## src/rtl/reg_port_sequencer_if.sv

```systemverilog
// Bus bundle between reg_port_sequencer and its neighbours: request, operand,
// writeback and reg_file port signals. RP_IMM_MUX_EN adds the imm field.
interface reg_port_sequencer_if #(
  parameter int DATA_W = 32,
  parameter int ADDR_W = 5
);
  logic              instr_valid;
  logic              instr_ready;
  logic [ADDR_W-1:0] rs1;
  logic [ADDR_W-1:0] rs2;
  logic              use_rs2;
`ifdef RP_IMM_MUX_EN
  logic [DATA_W-1:0] imm;
`endif
  logic              op_valid;
  logic              op_ready;
  logic [DATA_W-1:0] op_a;
  logic [DATA_W-1:0] op_b;
  logic              wb_valid;
  logic              wb_ready;
  logic [ADDR_W-1:0] wb_rd;
  logic [DATA_W-1:0] wb_data;
  logic [ADDR_W-1:0] rf_address;
  logic              rf_write;
  logic [DATA_W-1:0] rf_in;
  logic [DATA_W-1:0] rf_out;
  logic              busy;

`ifdef RP_IMM_MUX_EN
  modport slave (
    input  instr_valid, rs1, rs2, use_rs2, imm, op_ready, wb_valid, wb_rd, wb_data, rf_out,
    output instr_ready, op_valid, op_a, op_b, wb_ready, rf_address, rf_write, rf_in, busy
  );
  modport master (
    output instr_valid, rs1, rs2, use_rs2, imm, op_ready, wb_valid, wb_rd, wb_data, rf_out,
    input  instr_ready, op_valid, op_a, op_b, wb_ready, rf_address, rf_write, rf_in, busy
  );
`else
  modport slave (
    input  instr_valid, rs1, rs2, use_rs2, op_ready, wb_valid, wb_rd, wb_data, rf_out,
    output instr_ready, op_valid, op_a, op_b, wb_ready, rf_address, rf_write, rf_in, busy
  );
  modport master (
    output instr_valid, rs1, rs2, use_rs2, op_ready, wb_valid, wb_rd, wb_data, rf_out,
    input  instr_ready, op_valid, op_a, op_b, wb_ready, rf_address, rf_write, rf_in, busy
  );
`endif
endinterface

```

## src/rtl/reg_port_sequencer.sv

```systemverilog
// Operand-fetch / writeback sequencer in front of a single-port reg_file with
// registered read data. Optional RP_IMM_MUX_EN routes an immediate onto op_b.
module reg_port_sequencer #(
  parameter int DATA_W = 32,
  parameter int ADDR_W = 5
) (
  input  logic                 clk,
  input  logic                 rst_n,
  reg_port_sequencer_if.slave  bus
);

  typedef enum logic [2:0] {
    IDLE, RD_A, RD_B, CAP_A, CAP_B, OUT, WB
  } state_e;

  state_e            state_q, state_d;
  logic [ADDR_W-1:0] rs1_q, rs1_d;
  logic [ADDR_W-1:0] rs2_q, rs2_d;
  logic              use_rs2_q, use_rs2_d;
  logic [DATA_W-1:0] op_a_q, op_a_d;
  logic [DATA_W-1:0] op_b_q, op_b_d;
  logic [ADDR_W-1:0] rf_address_q, rf_address_d;
  logic [DATA_W-1:0] rf_in_q, rf_in_d;
  logic              rf_write_q, rf_write_d;
  logic              instr_ready, wb_ready;
`ifdef RP_IMM_MUX_EN
  logic [DATA_W-1:0] imm_q, imm_d;
`endif

  // rf_* are registered from the next state, so they are valid for the whole
  // RD_A/RD_B/WB cycle and hold their value everywhere else.
  always_comb begin
    // NOTE: every always_comb output gets a default first so no path infers a latch.
    state_d      = state_q;
    rs1_d        = rs1_q;
    rs2_d        = rs2_q;
    use_rs2_d    = use_rs2_q;
    op_a_d       = op_a_q;
    op_b_d       = op_b_q;
    rf_address_d = rf_address_q;
    rf_in_d      = rf_in_q;
    rf_write_d   = 1'b0;
    instr_ready  = 1'b0;
    wb_ready     = 1'b0;
`ifdef RP_IMM_MUX_EN
    imm_d        = imm_q;
`endif

    case (state_q)
      IDLE: begin
        wb_ready    = 1'b1;
        instr_ready = !bus.wb_valid;
        if (bus.wb_valid) begin
          // Writes to x0 are accepted and silently dropped.
          if (bus.wb_rd != '0) begin
            rf_address_d = bus.wb_rd;
            rf_in_d      = bus.wb_data;
            rf_write_d   = 1'b1;
            state_d      = WB;
          end
        end else if (bus.instr_valid) begin
          rs1_d        = bus.rs1;
          rs2_d        = bus.rs2;
          use_rs2_d    = bus.use_rs2;
`ifdef RP_IMM_MUX_EN
          imm_d        = bus.imm;
`endif
          rf_address_d = bus.rs1;
          state_d      = RD_A;
        end
      end
      RD_A: begin
        if (use_rs2_q) begin
          rf_address_d = rs2_q;
          state_d      = RD_B;
        end else begin
          state_d      = CAP_A;
        end
      end
      RD_B: begin
        op_a_d  = (rs1_q == '0) ? '0 : bus.rf_out;
        state_d = CAP_B;
      end
      CAP_A: begin
        op_a_d  = (rs1_q == '0) ? '0 : bus.rf_out;
`ifdef RP_IMM_MUX_EN
        op_b_d  = imm_q;
`else
        op_b_d  = '0;
`endif
        state_d = OUT;
      end
      CAP_B: begin
        op_b_d  = (rs2_q == '0) ? '0 : bus.rf_out;
        state_d = OUT;
      end
      OUT: begin
        if (bus.op_ready) state_d = IDLE;
      end
      WB:      state_d = IDLE;
      default: state_d = IDLE;
    endcase
  end

  // NOTE: sequential state uses non-blocking assignments only.
  always_ff @(posedge clk or negedge rst_n) begin
    if (!rst_n) begin
      state_q      <= IDLE;
      rs1_q        <= '0;
      rs2_q        <= '0;
      use_rs2_q    <= 1'b0;
      op_a_q       <= '0;
      op_b_q       <= '0;
      rf_address_q <= '0;
      rf_in_q      <= '0;
      rf_write_q   <= 1'b0;
`ifdef RP_IMM_MUX_EN
      imm_q        <= '0;
`endif
    end else begin
      state_q      <= state_d;
      rs1_q        <= rs1_d;
      rs2_q        <= rs2_d;
      use_rs2_q    <= use_rs2_d;
      op_a_q       <= op_a_d;
      op_b_q       <= op_b_d;
      rf_address_q <= rf_address_d;
      rf_in_q      <= rf_in_d;
      rf_write_q   <= rf_write_d;
`ifdef RP_IMM_MUX_EN
      imm_q        <= imm_d;
`endif
    end
  end

  assign bus.instr_ready = instr_ready;
  assign bus.wb_ready    = wb_ready;
  assign bus.op_valid    = (state_q == OUT);
  assign bus.op_a        = op_a_q;
  assign bus.op_b        = op_b_q;
  assign bus.rf_address  = rf_address_q;
  assign bus.rf_in       = rf_in_q;
  assign bus.rf_write    = rf_write_q;
  assign bus.busy        = (state_q != IDLE);

endmodule

```

## src/flat_wrapper.sv

```systemverilog
// flat-port wrapper written by rule: the top's interface ports become plain ports
module reg_port_sequencer_flat 
#(
  parameter int DATA_W = 32,
  parameter int ADDR_W = 5
)
  (clk, rst_n, bus_instr_valid, bus_rs1, bus_rs2, bus_use_rs2, bus_op_ready, bus_wb_valid, bus_wb_rd, bus_wb_data, bus_rf_out, bus_instr_ready, bus_op_valid, bus_op_a, bus_op_b, bus_wb_ready, bus_rf_address, bus_rf_write, bus_rf_in, bus_busy);
  reg_port_sequencer_if #(.DATA_W(DATA_W), .ADDR_W(ADDR_W)) bus_i ();
  input  logic clk;
  input  logic rst_n;
  input wire logic [$bits(bus_i.instr_valid)-1:0] bus_instr_valid;
  input wire logic [$bits(bus_i.rs1)-1:0] bus_rs1;
  input wire logic [$bits(bus_i.rs2)-1:0] bus_rs2;
  input wire logic [$bits(bus_i.use_rs2)-1:0] bus_use_rs2;
  input wire logic [$bits(bus_i.op_ready)-1:0] bus_op_ready;
  input wire logic [$bits(bus_i.wb_valid)-1:0] bus_wb_valid;
  input wire logic [$bits(bus_i.wb_rd)-1:0] bus_wb_rd;
  input wire logic [$bits(bus_i.wb_data)-1:0] bus_wb_data;
  input wire logic [$bits(bus_i.rf_out)-1:0] bus_rf_out;
  output wire logic [$bits(bus_i.instr_ready)-1:0] bus_instr_ready;
  output wire logic [$bits(bus_i.op_valid)-1:0] bus_op_valid;
  output wire logic [$bits(bus_i.op_a)-1:0] bus_op_a;
  output wire logic [$bits(bus_i.op_b)-1:0] bus_op_b;
  output wire logic [$bits(bus_i.wb_ready)-1:0] bus_wb_ready;
  output wire logic [$bits(bus_i.rf_address)-1:0] bus_rf_address;
  output wire logic [$bits(bus_i.rf_write)-1:0] bus_rf_write;
  output wire logic [$bits(bus_i.rf_in)-1:0] bus_rf_in;
  output wire logic [$bits(bus_i.busy)-1:0] bus_busy;
  assign bus_i.instr_valid = bus_instr_valid;
  assign bus_i.rs1 = bus_rs1;
  assign bus_i.rs2 = bus_rs2;
  assign bus_i.use_rs2 = bus_use_rs2;
  assign bus_i.op_ready = bus_op_ready;
  assign bus_i.wb_valid = bus_wb_valid;
  assign bus_i.wb_rd = bus_wb_rd;
  assign bus_i.wb_data = bus_wb_data;
  assign bus_i.rf_out = bus_rf_out;
  assign bus_instr_ready = bus_i.instr_ready;
  assign bus_op_valid = bus_i.op_valid;
  assign bus_op_a = bus_i.op_a;
  assign bus_op_b = bus_i.op_b;
  assign bus_wb_ready = bus_i.wb_ready;
  assign bus_rf_address = bus_i.rf_address;
  assign bus_rf_write = bus_i.rf_write;
  assign bus_rf_in = bus_i.rf_in;
  assign bus_busy = bus_i.busy;
  reg_port_sequencer #(.DATA_W(DATA_W), .ADDR_W(ADDR_W)) u_core (.clk(clk), .rst_n(rst_n), .bus(bus_i));
endmodule
```

## config.mk

```make
export PLATFORM = sky130hd
export DESIGN_NAME = reg_port_sequencer_flat
export DESIGN_NICKNAME = d
export VERILOG_FILES = /design/src/rtl/reg_port_sequencer_if.sv /design/src/rtl/reg_port_sequencer.sv /design/src/flat_wrapper.sv
export SDC_FILE = /design/constraint.sdc
export NUM_CORES = 1
export LEC_CHECK = 0
export CAP_MARGIN = 20
export CORE_MARGIN = 2
export CORE_UTILIZATION = 46
export CTS_CLUSTER_SIZE = 25
export DETAILED_ROUTE_END_ITERATION = 16
export PLACE_DENSITY = 0.85
export SLEW_MARGIN = 20
export SYNTH_ARGS = -nofsm -noshare
export SYNTH_HDL_FRONTEND = slang
export SYNTH_SLANG_ARGS = --single-unit
```

## constraint.sdc

```tcl
create_clock -name clk -period 4.4 [get_ports clk]
set_clock_uncertainty 0.1 [all_clocks]
set_input_delay 1.1 -clock clk [delete_from_list [all_inputs] [get_ports clk]]
set_output_delay 1.1 -clock clk [all_outputs]
set_load 0.01 [all_outputs]
```

==> flow_summary.ini <==
[status]
status = finished clean

[setup_path]
worstPathMaxFanout = 9
path_class = in2out
timing.critical_path.to = bus_instr_ready
crit_start = bus_wb_valid
critical_path_required_ns = 3.20
arrival_ns = 2.55
r2r-start = u_core.state_q[0]$_DFFE_PN0P_
critPathCaptureType = primary output
crit_path_start_kind = primary input
reg2reg_depth = 3
rr_endpoint = u_core.bus.rf_in[0]$_DFFE_PN0P_
r2r_slack_ns = 2.31

[final_layout]
stdcell_area_um2 = 7170
multi_input_area_um2 = 1520
antennaDiodeCount = 0
drive_gt1_frac = 0.199
final_cell_mix = 189 x clkdlybuf4s50_1, 116 x dfrtp_1, 63 x a22o_1
final_common_cell = clkdlybuf4s50_1
area_delta_synth_final_pct = 56.4
fill_cells = 655
finalNetCount = 575
ff_latch_area_um2 = 2900

[cts]
post_cts_resized = 0
postCtsSetupBuffers = 0
holdBufCountCts = 0
cts_buffers = 17
cts_tree = built
clk_latency_ns = 0.51
cts_root_buf = clkbuf_8
clockBufferDepth = 2
cts_max_level = 4
cts_sinks = 116
clk_pin_slew_ns = 0.06

[die]
core_um2 = 9730
ios = 191
rows = 36
die_h_um = 104
dieArea_um2 = 10800
die_width_um = 104
start_util = 0.471

[power_and_ir_drop]
power_density_nw_per_um2 = 792
peakVddDrop_uv = 349
p_comb_frac = 0.410
p_int_mw = 3.94
seqPwrFrac = 0.332
p_sw_mw = 1.74
sw_frac_of_total = 0.307
power_frac_clock = 0.258
leakage_nw = 3.15

[global_route]
antenna_found_initial = 0
grt_max_degree = 88
grt_overflow_total = 0
grt_pass1_vias = 3673
grt_pass1_wl_um = 20100
track_usage = 0.241

[sta]
rsz0062_at_grt = no
worstMarginPinSlew_ns = 0.756
relSlewSlack = 0.496
worst_slack_ns = 0.652
tns_ns = 0
drv_slew = 0
whs_ns = 0.404
fmax_ghz = 0.267
finalHoldViolations = 0
post-route-period-util = 0.852
fin_crit_ns = 3.75
setup_violations = 0

[placement]
post-place-ws_ns = 0.661
numPortBuffers = 190
gp_congestion = 0.788
dpl_cell_area_um2 = 6530
hpwlAfterDp_um = 8490

[route]
postRouteAntennaNets = 0
drtIter0Drc = 144
via_per_inst = 5.26
vias = 3343
route.final.wire_length_um = 12700
wl_per_cell_um = 19.9
route.detailed.drc = 0
first_pass_iters = 4

[synth]
syn_nets = 382
synthArstFlopShare = 1.00
ys.flop_type = dfrtp_1
synth-seq-area-share = 0.633
netlist_top_cells_area = dfrtp_1 63%, a22o_1 12%, mux2_4 8.2%, mux2_2 5.6%, buf_6 2.2%
synth_enable_flop_cells = 0
synth_cell_types = 32
yosysTopAreaCellShare = 0.633
syn_inst = 297
synth_area_um2 = 4590
synth_largest_area_cell = dfrtp_1
yosysWarnings = 0
avgSynthCellArea_um2 = 15.4
synth-seq-cells = 116

[min_path]
worstHoldPathType = reg2reg
hold_start = u_core.bus.op_a[8]$_DFFE_PN0P_
hold_depth = 1

[flow_run]
maxCapViolCount = 0
==> area by class of cell <==
class | count | share of cell area
flip-flops and latches | 116 | 0.405
repair buffers | 195 | 0.271
multi-input cells | 157 | 0.211
clock buffers | 23 | 0.0679
well taps | 133 | 0.0232
clock inverters | 9 | 0.0206
inverters | 3 | 0.00157
==> Yosys cell counts (2+ instances only) <==
cell      instances
dfrtp_1         116
a22o_1           63
mux2_4           25
mux2_2           23
buf_6             9
o21ai_0           8
buf_2             7
nand2_1           6
mux2i_1           5
clkbuf_1          4
nor2_1            4
a211oi_1          2
a21oi_2           2
a22o_2            2
inv_2             2
nor2b_1           2
nor3_2            2
==> power groups by stage <==
stage	clock [mW]	combinational, mW	sequential, mW
floorplan	0	1.02	2.01
global placement	0	2.27	1.85
detailed placement	0	2.33	1.89
CTS	1.48	2.36	1.88
global route	1.53	2.45	1.94
finish	1.47	2.33	1.89
==> registers in the layout (all words and copies together) (netlist names) <==
signal,flops
u_core.bus.op_a,32
u_core.bus.op_b,32
u_core.bus.rf_in,32
u_core.bus.rf_address,5
u_core.rs1_q,5
u_core.rs2_q,5
u_core.state_q,3
u_core.bus.rf_write,1
u_core.use_rs2_q,1
==> logic make-up after synthesis <==
| logic type | count (synthesis) | share of synthesized area |
|---|---|---|
| AOI/OAI and AO/OA | 82 | 0.150 |
| buffers and inverters | 24 | 0.0371 |
| DFF | 116 | 0.633 |
| muxes | 53 | 0.149 |
| and+or+nand+nor | 22 | 0.0311 |
==> routing by layer <==
layer | part of all wire | GRT usage | vias to the layer above
met5 | 0 | 0 | -
met4 | 0.046 | 0.149 | 0
met3 | 0.046 | 0.0503 | 43
met2 | 0.52 | 0.410 | 141
met1 | 0.39 | 0.278 | 1667
li1 | - | - | 1492
==> worst min path at each step <==
| stage | to | slack [ns] |
|---|---|---|
| final | u_core.bus.op_a[8]$_DFFE_PN0P_ | 0.40 |
| after floorplan | u_core.rs1_q[1]$_DFFE_PN0P_ | 0.38 |
| after global placement | u_core.bus.op_b[20]$_DFFE_PN0P_ | 0.39 |
| after global routing | u_core.bus.op_a[30]$_DFFE_PN0P_ | 0.42 |
| after CTS | u_core.bus.op_b[13]$_DFFE_PN0P_ | 0.41 |
| after detailed placement | u_core.bus.op_a[27]$_DFFE_PN0P_ | 0.39 |
==> worst max-delay path: stages <==
cell	delay, ns
clkdlybuf4s50_1	0.67
nor2_4	0.23
clkdlybuf4s50_1	0.55
==> per-stage QoR <==
| stage | instances | util | power (mW) |
|---|---|---|---|
| after floorplan | 297 | - | 3.03 |
| after global placement | 604 | 0.672 | 4.12 |
| after detailed placement | 604 | 0.672 | 4.21 |
| after CTS | 636 | 0.737 | 5.73 |
| after global routing | 636 | 0.737 | 5.93 |
| final | 636 | 0.737 | 5.68 |
No activity file was read; power rests on OpenSTA's default activity.
